File: src/rtl/stopwatch_core.sv
// Centisecond stopwatch (SS.cc, 00.00..59.99 with wrap) with run/pause/clear control.
// Four cascaded limited incrementers form the BCD digit chain fed by a tick prescaler.

module lim_inc #(
    parameter int W = 4,
    parameter int L = 10
) (
    input  logic [W-1:0] a,
    input  logic         ci,
    output logic [W-1:0] sum,
    output logic         co
);
    // Values at or above L-1 roll to 0 with carry, so a forced illegal value self-heals.
    always_comb begin
        co  = ci && (a >= W'(L - 1));
        sum = co ? '0 : a + {{(W-1){1'b0}}, ci};
    end
endmodule

// state  | meaning
// IDLE   | cleared, prescaler held at 0, digits at 00.00
// RUN    | prescaler counting, digits advance on each tick
// PAUSED | prescaler and digits frozen, resumes without losing the partial tick
module stopwatch_core #(
    parameter int TICK_DIV = 1000000
) (
    input  logic       clk,
    input  logic       reset_n,
    input  logic       start_stop,
    input  logic       clear,
    output logic [3:0] cs_ones,
    output logic [3:0] cs_tens,
    output logic [3:0] s_ones,
    output logic [2:0] s_tens,
    output logic       running,
    output logic       wrap
);
    localparam int PW = $clog2(TICK_DIV);

    typedef enum logic [1:0] {IDLE, RUN, PAUSED} state_t;

    state_t        state, state_nx;
    logic          start_stop_q, clear_q;
    logic          ss_ev, clr_ev;
    logic [PW-1:0] presc, presc_nx;
    logic          tick;

    logic [3:0] cs_ones_nx, cs_tens_nx, s_ones_nx;
    logic [2:0] s_tens_nx;
    logic       c0, c1, c2, c3;

    assign ss_ev  = start_stop & ~start_stop_q;
    assign clr_ev = clear & ~clear_q;

    always_comb begin
        state_nx = state;
        presc_nx = presc;
        tick     = (state == RUN) && (presc == PW'(TICK_DIV - 1));

        case (state)
            RUN:     presc_nx = tick ? '0 : presc + PW'(1);
            PAUSED:  presc_nx = presc;
            default: presc_nx = '0;
        endcase

        if (ss_ev) begin
            case (state)
                IDLE:    state_nx = RUN;
                RUN:     state_nx = PAUSED;
                PAUSED:  state_nx = RUN;
                default: state_nx = IDLE;
            endcase
        end

        if (clr_ev) begin
            state_nx = IDLE;
            presc_nx = '0;
        end
    end

    lim_inc #(.W(4), .L(10)) u_cs_ones (.a(cs_ones), .ci(tick), .sum(cs_ones_nx), .co(c0));
    lim_inc #(.W(4), .L(10)) u_cs_tens (.a(cs_tens), .ci(c0),   .sum(cs_tens_nx), .co(c1));
    lim_inc #(.W(4), .L(10)) u_s_ones  (.a(s_ones),  .ci(c1),   .sum(s_ones_nx),  .co(c2));
    lim_inc #(.W(3), .L(6))  u_s_tens  (.a(s_tens),  .ci(c2),   .sum(s_tens_nx),  .co(c3));

    always_ff @(posedge clk or negedge reset_n) begin
        if (!reset_n) begin
            state        <= IDLE;
            presc        <= '0;
            start_stop_q <= 1'b0;
            clear_q      <= 1'b0;
            running      <= 1'b0;
            wrap         <= 1'b0;
            cs_ones      <= '0;
            cs_tens      <= '0;
            s_ones       <= '0;
            s_tens       <= '0;
        end else begin
            state        <= state_nx;
            presc        <= presc_nx;
            start_stop_q <= start_stop;
            clear_q      <= clear;
            running      <= (state_nx == RUN);
            // Clear overrides a coincident tick, including the wrap pulse.
            wrap         <= c3 && !clr_ev;
            if (clr_ev) begin
                cs_ones <= '0;
                cs_tens <= '0;
                s_ones  <= '0;
                s_tens  <= '0;
            end else begin
                cs_ones <= cs_ones_nx;
                cs_tens <= cs_tens_nx;
                s_ones  <= s_ones_nx;
                s_tens  <= s_tens_nx;
            end
        end
    end
endmodule

File: config.mk
export PLATFORM = sky130hd
export DESIGN_NAME = stopwatch_core
export DESIGN_NICKNAME = d
export VERILOG_FILES = /design/src/rtl/stopwatch_core.sv
export SDC_FILE = /design/constraint.sdc
export NUM_CORES = 1
export LEC_CHECK = 0
export CAP_MARGIN = 40
export CELL_PAD_IN_SITES_DETAIL_PLACEMENT = 0
export CELL_PAD_IN_SITES_GLOBAL_PLACEMENT = 1
export CORE_UTILIZATION = 35
export CTS_CLUSTER_SIZE = 12
export DETAILED_ROUTE_END_ITERATION = 8
export GPL_ROUTABILITY_DRIVEN = 1
export PLACE_DENSITY_LB_ADDON = 0.1
export SETUP_SLACK_MARGIN = 0.4
export SLEW_MARGIN = 20
export SYNTH_ARGS = -nofsm -noshare
export SYNTH_HDL_FRONTEND = slang
export SYNTH_SLANG_ARGS = --single-unit
File: constraint.sdc
create_clock -name clk -period 2.1 [get_ports clk]
set_input_delay 0.315 -clock clk [delete_from_list [all_inputs] [get_ports clk]]
set_output_delay 0.315 -clock clk [all_outputs]
set_load 0.1 [all_outputs]
# [Word-level counts from Yosys, hierarchy flattened]
# Index checks and enable logic that the tools add are counted.
# W data, S select, Z words.
[word_totals] reg_bits=41 output_inout_bits=17
[op_classes] reduce_logical=9 n_bitwise=4 add_sub_neg=5 n_eq_ne=5 n_lt_le_gt_ge=4 muxes=14
[ops] cell="$mux W20" n=2
[ops] cell="$pmux W20 S2" n=1
[ops] cell="$mux W4" n=6
[ops] cell="$add A20 B1 Y20 const B" n=1
[ops] cell="$eq A20 B20 Y1 const B" n=1
[ops] cell="$add A4 B1 Y4" n=3
[ops] cell="$ge A4 B4 Y1 const B" n=3
[ops] cell="$logic_and A1 B1 Y1" n=6
[ops] cell="$mux W3" n=2
[ops] cell="$eq A2 B1 Y1 const B" n=2
[ops] cell="$mux W2" n=2
[ops] cell="$pmux W2 S2" n=1
[ops] cell="$add A3 B1 Y3" n=1
[ops] cell="$ge A3 B3 Y1 const B" n=1
[ops] cell="$and A1 B1 Y1" n=2
[ops] cell="$eq A2 B2 Y1 const B" n=1
[ops] cell="$logic_not A2 Y1" n=1
[ops] cell="$ne A2 B2 Y1 const B" n=1
[ops] cell="$not A1 Y1" n=2
[ops] cell="$reduce_or A2 Y1" n=1
[ops] cell="$logic_not A1 Y1" n=1

# [Longest topological paths before layout]
# Gate-level depths: netlist (run 1).
[logic_depth] ltp_word=8 mapped_depth=9 ltp_nobuf=9

# [By module]
# A second synthesis (run 1) with hierarchy kept.
[hier_totals] cells_unflattened=233 area_unflattened_um2=2240.9
[modules_own_cells] mod="stopwatch_core" seq_area_each_um2=1026.0 instances=1 cells_each=174 area_each_um2=1849.3
[modules_own_cells] mod="lim_inc (u_cs_ones ...)" seq_area_each_um2=0.0 instances=3 cells_each=17 area_each_um2=107.6
[modules_own_cells] mod="lim_inc (u_s_tens)" seq_area_each_um2=0.0 instances=1 cells_each=8 area_each_um2=68.8

# [Worst setup path before layout (run 1)]
# No wires, ideal clock.
[synth_timing] path_type="flip-flop to flip-flop" start="register cs_ones[2]" end="register s_tens[1]" stages_incl_launch_ff=7 arrival_time_ns=2.253 period_less_slack_ns=2.388 setup_ns=0.136 n_path_buf=0 slack_ns=-0.288 required_ns=1.964 cell_sequence="dfrtp_1 o31ai_1 nor4_4 and2_2 ha_1 ha_1 nor3b_1"
[synth_between] elab_chain_cells=7
[synth_rtl] element="from (decl)" line_no="31" text="output logic [3:0] cs_ones,"
[synth_rtl] element="from (signal assigned)" line_no="112" text="cs_ones <= cs_ones_nx;"
[synth_rtl] element="$ge A4 B4 Y1 (*)" line_no="15" text="co = ci && (a >= W'(L - 1));"
[synth_rtl] element="$logic_and A1 B1 Y1 (*) (3 in series)" line_no="15"
[synth_rtl] element="$add A3 B1 Y3 / $logic_and A1 B1 Y1 (equally long branches)" line_no="16, 15"
[synth_rtl] element="$mux W3 (*)" line_no="16" text="sum = co ? '0 : a + {{(W-1){1'b0}}, ci};"
[synth_rtl] element="$mux W3 (*)" line_no="106" text="if (clr_ev) begin"
[synth_rtl] element="to (signal assigned)" line_no="115" text="s_tens <= s_tens_nx;"
[synth_rtl] element="to (decl)" line_no="34" text="output logic [2:0] s_tens,"
# Mark *: on every way between the ends. The rest lies on a longest branch, timed or not.
# A chain may end at the register's enable or synchronous reset.

# [Worst setup path in the final report (run 1)]
[layout_timing] start="register presc[12]" end="register cs_tens[1]"
[layout_between] elab_chain_cells=6
[layout_rtl] element="from (decl)" line_no="45" text="logic [PW-1:0] presc, presc_nx;"
[layout_rtl] element="from (signal assigned)" line_no="100" text="presc <= presc_nx;"
[layout_rtl] element="$eq A20 B20 Y1 (*)" line_no="58" text="tick = (state == RUN) && (presc == PW'(TICK_DIV - 1));"
[layout_rtl] element="$logic_and A1 B1 Y1 (*)" line_no="58"
[layout_rtl] element="$logic_and A1 B1 Y1 (*)" line_no="15"
[layout_rtl] element="$add A4 B1 Y4 / $logic_and A1 B1 Y1 (equally long branches)" line_no="16, 15"
[layout_rtl] element="$mux W4 (*)" line_no="16"
[layout_rtl] element="$mux W4 (*)" line_no="106"
[layout_rtl] element="to (signal assigned)" line_no="113" text="cs_tens <= cs_tens_nx;"
[layout_rtl] element="to (decl)" line_no="32" text="output logic [3:0] cs_tens,"
# Marked as above.

==> results of run 1 <==
area by class of cell:
| class | instances | share of cell area, % |
|---|---|---|
| Timing Repair Buffer | 64 | 18.42 |
| Clock inverter | 2 | 1.171 |
| Tap cell | 75 | 2.927 |
| Sequential cell | 41 | 32.94 |
| Multi-Input combinational cell | 154 | 41.49 |
| Inverter | 4 | 0.4684 |
| Clock buffer | 6 | 2.576 |
cell usage after synthesis, types with 3 or more instances:
master | n | area (um^2)
nor2_1 | 15 | 56.30
buf_2 | 3 | 15.01
inv_1 | 4 | 15.01
nor2b_1 | 3 | 18.77
o31ai_1 | 3 | 22.52
dfrtp_1 | 41 | 1026
o21ai_0 | 8 | 40.04
xnor2_1 | 5 | 43.79
nand2_1 | 7 | 26.28
and2_1 | 11 | 68.82
nand4_1 | 7 | 43.79
a31oi_1 | 11 | 68.82
clkbuf_1 | 3 | 11.26
nand2b_1 | 7 | 43.79
a21oi_1 | 14 | 70.07
nor3_1 | 4 | 20.02
ha_1 | 9 | 112.6
mux2i_1 | 4 | 40.04
xor2_1 | 3 | 26.28
nor3b_1 | 3 | 22.52
nand3_1 | 13 | 65.06
repair_timing:
item	4_1_cts	5_1_grt
hold endpoints to repair	0	0
cloned	4	0
endpoints found under the setup margin	34	36
resized for setup	38	22
pin swaps	19	12
buffers inserted	11	6
through the flow:
| stage | power, W | area, um^2 |
|---|---|---|
| 3_3_place_gp | 0.001145 | 2624 |
| 2_1_floorplan | 0.001035 | 2223 |
| 3_5_place_dp | 0.001160 | 2624 |
| 5_1_grt | 0.002100 | 3206 |
| 6_report | 0.002011 | 3206 |
| 4_1_cts | 0.001976 | 3064 |
path summary, 6_finish.rpt:
path                              endpoint  slack [ns]  startpoint  cells after the start
worst max-delay path            cs_tens[1]        0.12   presc[12]                      7
worst min-delay path            cs_tens[3]        0.04     reset_n                      1
worst max register to register  cs_tens[1]        0.12   presc[12]                      7
worst min register to register   presc[19]        0.47   presc[19]                      1
max in group asynchronous        presc[15]        1.41     reset_n                      2
min in group clk                 presc[19]        0.47   presc[19]                      1
logic make-up after synthesis:
group / count (synthesis) / synth area share (%)
buf+inv: 11 / 2.166
fa+ha+maj: 9 / 5.269
xor+xnor: 8 / 3.279
mux: 5 / 2.401
compound gates: 45 / 13.29
flops: 41 / 48.01
simple gates: 87 / 25.59
report_power, final:
group | internal [W] | switching [W]
clock | 0.000387 | 0.000279
sequential | 0.000816 | 0.0000172
combinational | 0.000262 | 0.000251
flip-flops by register name, summed over array words and instances (netlist names):
name,count
cs_tens,4
start_stop_q,1
cs_ones,4
state,2
presc,20
wrap,1
s_tens,3
running,1
s_ones,4
clear_q,1
routing by layer:
layer	vias to the layer above	GRT usage (%)	share of wire, %
met5	-	0	0
met4	0	6.250	1.6
met3	10	3.864	4.1
met2	41	30.34	50
met1	907	22.91	44
li1	883	-	-
==> flow_summary_export.csv, run 1 <==
group,metric,value,unit
placement,hpwl,3632,um
sta,relSlewSlack,56.27,%
synthesis,postSynthCellCount,206,
critical_path,crit_type,"register to register",
layout,multiInputGateArea,1330,um^2
placement,io_buffers,20,
critical_path,cp-end-kind,"register",
sta,worst_pin_slew,0.6560,ns
sta,slew_viol_final,0,
critical_path,worst_path_max_delay_cell,"dfrtp_1",
sta,final-setup-viol-count,0,
layout,drive_above_1_share,49.82,%
clock_network,clkTransAtPathRegs,0.08,ns
power_and_ir_drop,peakVddDrop,352.3,uV
global_route,gr-total-overflow,0,
synthesis,synth_warnings,0,
clock_network,clock_latency,0.29,ns
layout,seq_area,1056,um^2
status,status,"finished clean",
sta,fin_hold_ws,0.03897,ns
synthesis,synth_ff_type,"dfrtp_1",
critical_path,path_buf_inv,1,
power_and_ir_drop,powerDensity,627.5,nW/um^2
global_route,track_usage,18.09,%
clock_network,clk_path_buf_depth,2,
routing,routed_wl,5406,um
layout,final_common_cell,"buf_4",
die,die_area,6422,um^2
die,rows,28,
sta,fmax,504.0,MHz
routing,drcViolationCount,0,
die,start_util,36.09,%
placement,pre_cts_slack,0.02064,ns
clock_network,cts_buffers,5,
synthesis,synthDistinctLibCells,43,
sta,min_period_over_period,94.49,%
synthesis,synth_edf_count,0,
layout,n_antenna_cell,0,
placement,placedCellCount,317,
routing,via_count,1841,
sta,setup_slack,0.1157,ns
layout,layout_common_cells,"buf_4, dfrtp_1, nor2_1, a31oi_1",
synthesis,syn_area,2137,um^2
synthesis,yosysSeqAreaShare,48.01,%
synthesis,synthArstFlopShare,100.0,%
layout,instances_no_fill,346,
power_and_ir_drop,leakage,1.386,nW
run,cap_violations,0,
routing,drt_iter0_drc,139,
synthesis,synth-seq-cells,41,
die,die_y,80.14,um
global_route,grt_pass1_vias,1809,
critical_path,worst-endpoint-arrival,2.17,ns
critical_path,crit_chain,"nor4_4 > nand4_4 > buf_4 > nor3_4 > ha_2 > ha_1 > and2_1",
synthesis,syn_nets,219,
sta,finalCriticalPeriod,1.984,ns
sta,rsz0062_at_grt,"true",
sta,setup_tns,0,ns
die,die_x,80.14,um
routing,ant_nets,0,
global_route,antenna_found_initial,0,
clock_network,root_buffer,"clkbuf_8",
layout,fill_cells,522,
clock_network,clock-sinks,41,
critical_path,crit_family,"simple AND/OR/NAND/NOR gates",
synthesis,syn-mean-instance-area,10.37,um^2
routing,first_pass_iters,4,
critical_path,crit_required,2.29,ns
critical_path,critPathMaxStageDelay,0.42,ns
die,core,5921,um^2
global_route,grt_max_degree,30,
routing,drt-vias-per-instance,5.321,
routing,avgRoutedWirePerCell,15.62,um
clock_network,holdBufCountCts,0,
placement,gp_congestion,0.7455,
sta,fin_skew,0.009553,ns
layout,syn_to_final_growth,50.00,%
clock_network,cts_tree,"built",
clock_network,cts-htree-levels,2,
layout,post-route-util,54.14,%
die,pin_count,21,
layout,final_nets,283,
sta,hold_viol_final,0,
global_route,grt_pass1_wl,8763,um
critical_path,critPathLaunchType,"register",
hold_path,hold_path.class,"input port to asynchronous set/reset pin",
critical_path,crit_fanout,2,
No activity file was read; power rests on OpenSTA's default activity.
==> run 2, diff against run 1 <==
--- a/config.mk
+++ b/config.mk
@@ -8,7 +8,7 @@
 export CAP_MARGIN = 40
 export CELL_PAD_IN_SITES_DETAIL_PLACEMENT = 0
 export CELL_PAD_IN_SITES_GLOBAL_PLACEMENT = 1
-export CORE_UTILIZATION = 35
+export CORE_UTILIZATION = 40
 export CTS_CLUSTER_SIZE = 12
 export DETAILED_ROUTE_END_ITERATION = 8
 export GPL_ROUTABILITY_DRIVEN = 1
==> run 2 against run 1 <==
  * First-iteration DRC count is 37% lower
  * Critical path depth is 2 higher
  * Clock skew is 0.0033 ns lower
  * Sequential power hardly changed
  * Critical endpoint is now presc[18]
  * Largest power group unchanged
  * Highest routed layer unchanged
==> flow_summary_export.csv, run 2 (same netlist as run 1, synthesis figures left out) <==
group,metric,value,unit
status,status,"finished clean",
die,die_y,75.10,um
sta,hold_viol_final,0,
placement,dpl_cell_area,2595,um^2
hold_path,whs_path_depth,1,
clock_network,clock-sinks,41,
layout,final_nets,282,
die,die_area,5639,um^2
routing,drt-vias-per-instance,5.509,
hold_path,whs_endpoint,"start_stop_q",
power_and_ir_drop,powerDensity,646.3,nW/um^2
critical_path,timing.rr.end,"presc[18]",
layout,n_antenna_cell,0,
die,rows,26,
global_route,antenna_found_initial,0,
critical_path,worst-endpoint-arrival,2.16,ns
sta,rsz0062_at_grt,"true",
power_and_ir_drop,leakage,1.423,nW
layout,final_common_cell,"buf_4",
global_route,grt_pass1_wl,8783,um
clock_network,cts_buffers,5,
layout,syn_to_final_growth,55.85,%
power_and_ir_drop,peakVddDrop,370.3,uV
routing,via_count,1873,
critical_path,crit_fanout,4,
routing,drcViolationCount,0,
placement,gp_congestion,0.7718,
global_route,gr-total-overflow,0,
sta,relSlewSlack,68.31,%
critical_path,r2r_setup_slack,0.11,ns
critical_path,rr_worst_depth,9,
power_and_ir_drop,power,0.002153,W
clock_network,root_buffer,"clkbuf_8",
layout,fill_cells,428,
die,start_util,41.58,%
sta,fmax,502.0,MHz
layout,stdcell_area,3331,um^2
die,core,5140,um^2
critical_path,crit_required,2.27,ns
global_route,grt_pass1_vias,1807,
critical_path,critical_path.reg2reg.startpoint,"presc[10]",
sta,final-setup-viol-count,0,
sta,slew_viol_final,0,
sta,min_period_over_period,94.86,%
routing,first_pass_iters,5,
routing,drt_iter0_drc,88,
die,die_x,75.10,um
routing,ant_nets,0,
clock_network,clock_latency,0.30,ns
sta,fin_hold_ws,0.4727,ns
hold_path,hp-start,"start_stop",
clock_network,cts-htree-levels,2,
sta,finalCriticalPeriod,1.992,ns
layout,drive_above_1_share,52.59,%
critical_path,crit_type,"register to register",
layout,regMostFlops,"presc",
routing,avgRoutedWirePerCell,16.91,um
sta,fin_skew,0.006278,ns
run,cap_violations,0,
sta,worst_pin_slew,0.4753,ns
clock_network,clk_path_buf_depth,2,
global_route,track_usage,20.90,%
layout,largest_reg_flops,20,
clock_network,cts_tree,"built",
routing,routed_wl,5749,um
layout,layout_common_cells,"buf_4, dfrtp_1, nor2_1, a31oi_1",
critical_path,cp-end-kind,"register",
placement,io_buffers,20,
critical_path,critPathLaunchType,"register",
clock_network,clkTransAtPathRegs,0.08,ns
sta,setup_tns,0,ns
global_route,grt_max_degree,23,
die,pin_count,21,
hold_path,hold_path.class,"input port to register",
placement,hpwl,3431,um
==> run 2: how the worst max path moves through the flow <==
stage / endpoint / depth (start not counted) / from
detailed placement: s_tens[1] / 8 / presc[1]
finish: presc[18] / 9 / presc[10]
CTS: s_tens[1] / 7 / presc[11]
global route: cs_tens[3] / 8 / presc[15]
floorplan: s_tens[1] / 8 / presc[1]
global placement: s_tens[1] / 8 / presc[1]
==> run 2: what timing repair did <==
item	4_1_cts	5_1_grt
cloned	5	0
buffers inserted	11	6
gates resized for setup	42	27
pin swaps	24	25
hold buffers	1	0
hold endpoints to repair	21	0
endpoints found under the setup margin	36	36
==> run 2: final cells by class <==
cell class	instances	area [um^2]	area share, %
Inverter	4	15.01	0.4508
Multi-Input combinational cell	154	1409	42.30
Clock buffer	5	68.82	2.066
Sequential cell	41	1055	31.67
Timing Repair Buffer	63	630.6	18.93
Tap cell	70	87.58	2.630
Clock inverter	3	65.06	1.953
==> run 2: power breakdown <==
group | internal, W | switching, W | total, W
sequential | 0.000816 | 0.0000200 | 0.000835
clock | 0.000472 | 0.000289 | 0.000761
combinational | 0.000295 | 0.000261 | 0.000556
total | 0.00158 | 0.000569 | 0.00215
==> run 2: worst max-delay path, stage by stage (launching register included) <==
cell and delay [ns]:
dfrtp_1 0.42, nor4b_4 0.38, buf_4 0.18, nand4_1 0.11, o21ba_4 0.26, buf_12 0.15, buf_12 0.12, buf_16 0.12
nand2_2 0.04, a31oi_1 0.08
==> run 2: metal layers <==
layer | global-route usage (%) | part of all wire (%) | wire length [um]
met5 | 0 | 0 | 0
met4 | 6.499 | 1.3 | 76
met3 | 3.213 | 2.7 | 154
met2 | 32.43 | 50 | 2871
met1 | 30.08 | 46 | 2646
==> run 2: stage by stage <==
| stage | util [%] | std cells | setup WS, ns |
|---|---|---|---|
| after global placement | 50.49 | 309 | 0.06959 |
| after CTS | 61.10 | 334 | 0.05830 |
| final | 64.80 | 340 | 0.1079 |
| after global routing | 64.80 | 340 | 0.01873 |
| after detailed placement | 50.49 | 309 | 0.01706 |
| after floorplan | - | 206 | 0.1400 |
==> run 3, diff against run 2 <==
--- a/config.mk
+++ b/config.mk
@@ -8,11 +8,13 @@
 export CAP_MARGIN = 40
 export CELL_PAD_IN_SITES_DETAIL_PLACEMENT = 0
 export CELL_PAD_IN_SITES_GLOBAL_PLACEMENT = 1
+export CORE_MARGIN = 2
 export CORE_UTILIZATION = 40
 export CTS_CLUSTER_SIZE = 12
 export DETAILED_ROUTE_END_ITERATION = 8
 export GPL_ROUTABILITY_DRIVEN = 1
 export PLACE_DENSITY_LB_ADDON = 0.1
+export REMOVE_ABC_BUFFERS = 1
 export SETUP_SLACK_MARGIN = 0.4
 export SLEW_MARGIN = 20
 export SYNTH_ARGS = -nofsm -noshare
==> run 3 against run 2 <==
  * Flip-flop and latch count did not move
  * Largest power group unchanged
  * Worst hold slack got worse by 0.40 ns
  * Critical path type unchanged
  * First-iteration DRC count fell by 20%
  * Global-route usage fell by 0.66 points
  * Die area rose by 5.4%
==> flow_summary_export.csv, run 3 (same netlist as run 1, synthesis figures left out) <==
group,metric,value,unit
status,status,"finished clean",
layout,n_antenna_cell,0,
sta,relSlewSlack,64.75,%
clock_network,clk_path_buf_depth,2,
layout,seq_area,1027,um^2
placement,io_buffers,20,
die,pin_count,21,
layout,largest_reg_flops,20,
routing,drt-vias-per-instance,5.457,
power_and_ir_drop,leakage,1.449,nW
global_route,gr-total-overflow,0,
placement,dpl_cell_area,2554,um^2
power_and_ir_drop,comb_power_share,27.4,%
sta,fmax,510.4,MHz
clock_network,cts_buffers,5,
layout,layout_common_cells,"buf_4, dfrtp_1, nor2_1, nand3_1, a31oi_1",
die,die_y,77.10,um
global_route,met3_usage,3.529,%
hold_path,hold_path.class,"input port to asynchronous set/reset pin",
die,rows,26,
sta,final-setup-viol-count,0,
critical_path,crit_required,2.29,ns
power_and_ir_drop,power,0.002033,W
die,core,5140,um^2
routing,avgRoutedWirePerCell,16.44,um
global_route,grt_max_degree,42,
clock_network,cts_tree,"built",
clock_network,root_buffer,"clkbuf_8",
power_and_ir_drop,peakVddDrop,431.7,uV
layout,drive_above_1_share,45.76,%
die,die_x,77.10,um
routing,first_pass_iters,4,
sta,hold_viol_final,0,
sta,rsz0062_at_grt,"true",
global_route,grt_pass1_vias,1997,
run,cap_violations,0,
power_and_ir_drop,power_frac_seq,40.8,%
sta,slew_viol_final,0,
clock_network,clock-sinks,41,
die,start_util,41.58,%
sta,min_period_over_period,93.30,%
routing,routed_wl,5606,um
critical_path,worst-endpoint-arrival,2.15,ns
routing,drcViolationCount,0,
clock_network,cts-htree-levels,2,
layout,multiInputGateArea,1345,um^2
layout,final_common_cell,"buf_4",
placement,gp_congestion,0.8029,
critical_path,crit_fanout,3,
power_and_ir_drop,switchingPower,0.0005751,W
global_route,grt_use_met1,25.66,%
global_route,grt.busiest_layer,"met2",
sta,setup_slack,0.1408,ns
layout,final_nets,283,
clock_network,clock_latency,0.30,ns
sta,fin_skew,0.01222,ns
global_route,track_usage,20.23,%
layout,syn_to_final_growth,50.29,%
sta,fin_hold_ws,0.07491,ns
layout,fill_cells,435,
routing,via_count,1861,
sta,worst_pin_slew,0.5288,ns
critical_path,cp-end-kind,"register",
global_route,grt_pass1_wl,9439,um
critical_path,critPathLaunchType,"register",
layout,stdcell_area,3212,um^2
sta,finalCriticalPeriod,1.959,ns
routing,ant_nets,0,
global_route,grt_use_met2,34.65,%
routing,drt_iter0_drc,70,
critical_path,crit_type,"register to register",
die,die_area,5944,um^2
clock_network,clkTransAtPathRegs,0.09,ns
power_and_ir_drop,p_int,0.001458,W
power_and_ir_drop,p_clk_share,31.8,%
placement,pre_cts_slack,0.03943,ns
layout,regMostFlops,"presc",
power_and_ir_drop,powerDensity,632.9,nW/um^2
placement,hpwl,3470,um
power_and_ir_drop,switching_share,28.29,%
global_route,antenna_found_initial,0,
[run 3: layer usage]
metal | vias to the layer above | share of wire (%) | wire [um]
met5 | - | 0 | 0
met1 | 908 | 43 | 2406
met4 | 0 | 2.4 | 132
met2 | 48 | 50 | 2828
met3 | 15 | 4.3 | 239
li1 | 890 | - | -
[run 3: cell type report]
| type | instances | share of cell area [%] |
|---|---|---|
| repair buffers | 64 | 19.36 |
| flip-flops and latches | 41 | 31.98 |
| well taps | 70 | 2.727 |
| clock inverters | 3 | 1.441 |
| inverters | 4 | 0.4675 |
| multi-input cells | 154 | 41.88 |
| clock buffers | 5 | 2.143 |
[run 3: path summary, 6_finish.rpt]
kind | from | endpoint | slack (ns) | cells after the start
max | presc[12] | s_tens[1] | 0.14 | 7
min | reset_n | presc[10] | 0.07 | 2
max reg2reg | presc[12] | s_tens[1] | 0.14 | 7
min reg2reg | presc[19] | presc[19] | 0.48 | 1
max in group asynchronous | reset_n | presc[15] | 1.63 | 2
min in group clk | start_stop | start_stop_q | 0.47 | 1
[run 3: critical path, stage by stage, from the launching register on]
cell	delay, ns
dfrtp_1	0.42
nor4_4	0.36
nand4_4	0.16
nor4_4	0.26
and2_4	0.20
ha_4	0.13
ha_4	0.18
nor3b_2	0.14
[run 3: what timing repair did]
action,4_1_cts,5_1_grt
gates cloned,4,1
setup buffers,11,2
hold buffers,0,0
pin swaps,22,11
setup endpoints to repair,36,36
gates resized for setup,51,14
endpoints found under the hold margin,0,0
[run 3: power by group through the flow]
| stage | registers (W) | logic (W) | clock network, W |
|---|---|---|---|
| floorplan | 0.000890 | 0.000126 | 0 |
| global placement | 0.000844 | 0.000302 | 0 |
| detailed placement | 0.000846 | 0.000310 | 0 |
| CTS | 0.000830 | 0.000489 | 0.000661 |
| global route | 0.000833 | 0.000592 | 0.000708 |
| finish | 0.000830 | 0.000556 | 0.000647 |
[run 3: through the flow]
stage               setup TNS (ns)  instances  util, %
floorplan                   -1.413        199        -
global placement                 0        315    49.68
detailed placement               0        315    49.68
CTS                              0        338    60.22
global route                     0        341    62.49
finish                           0        341    62.49
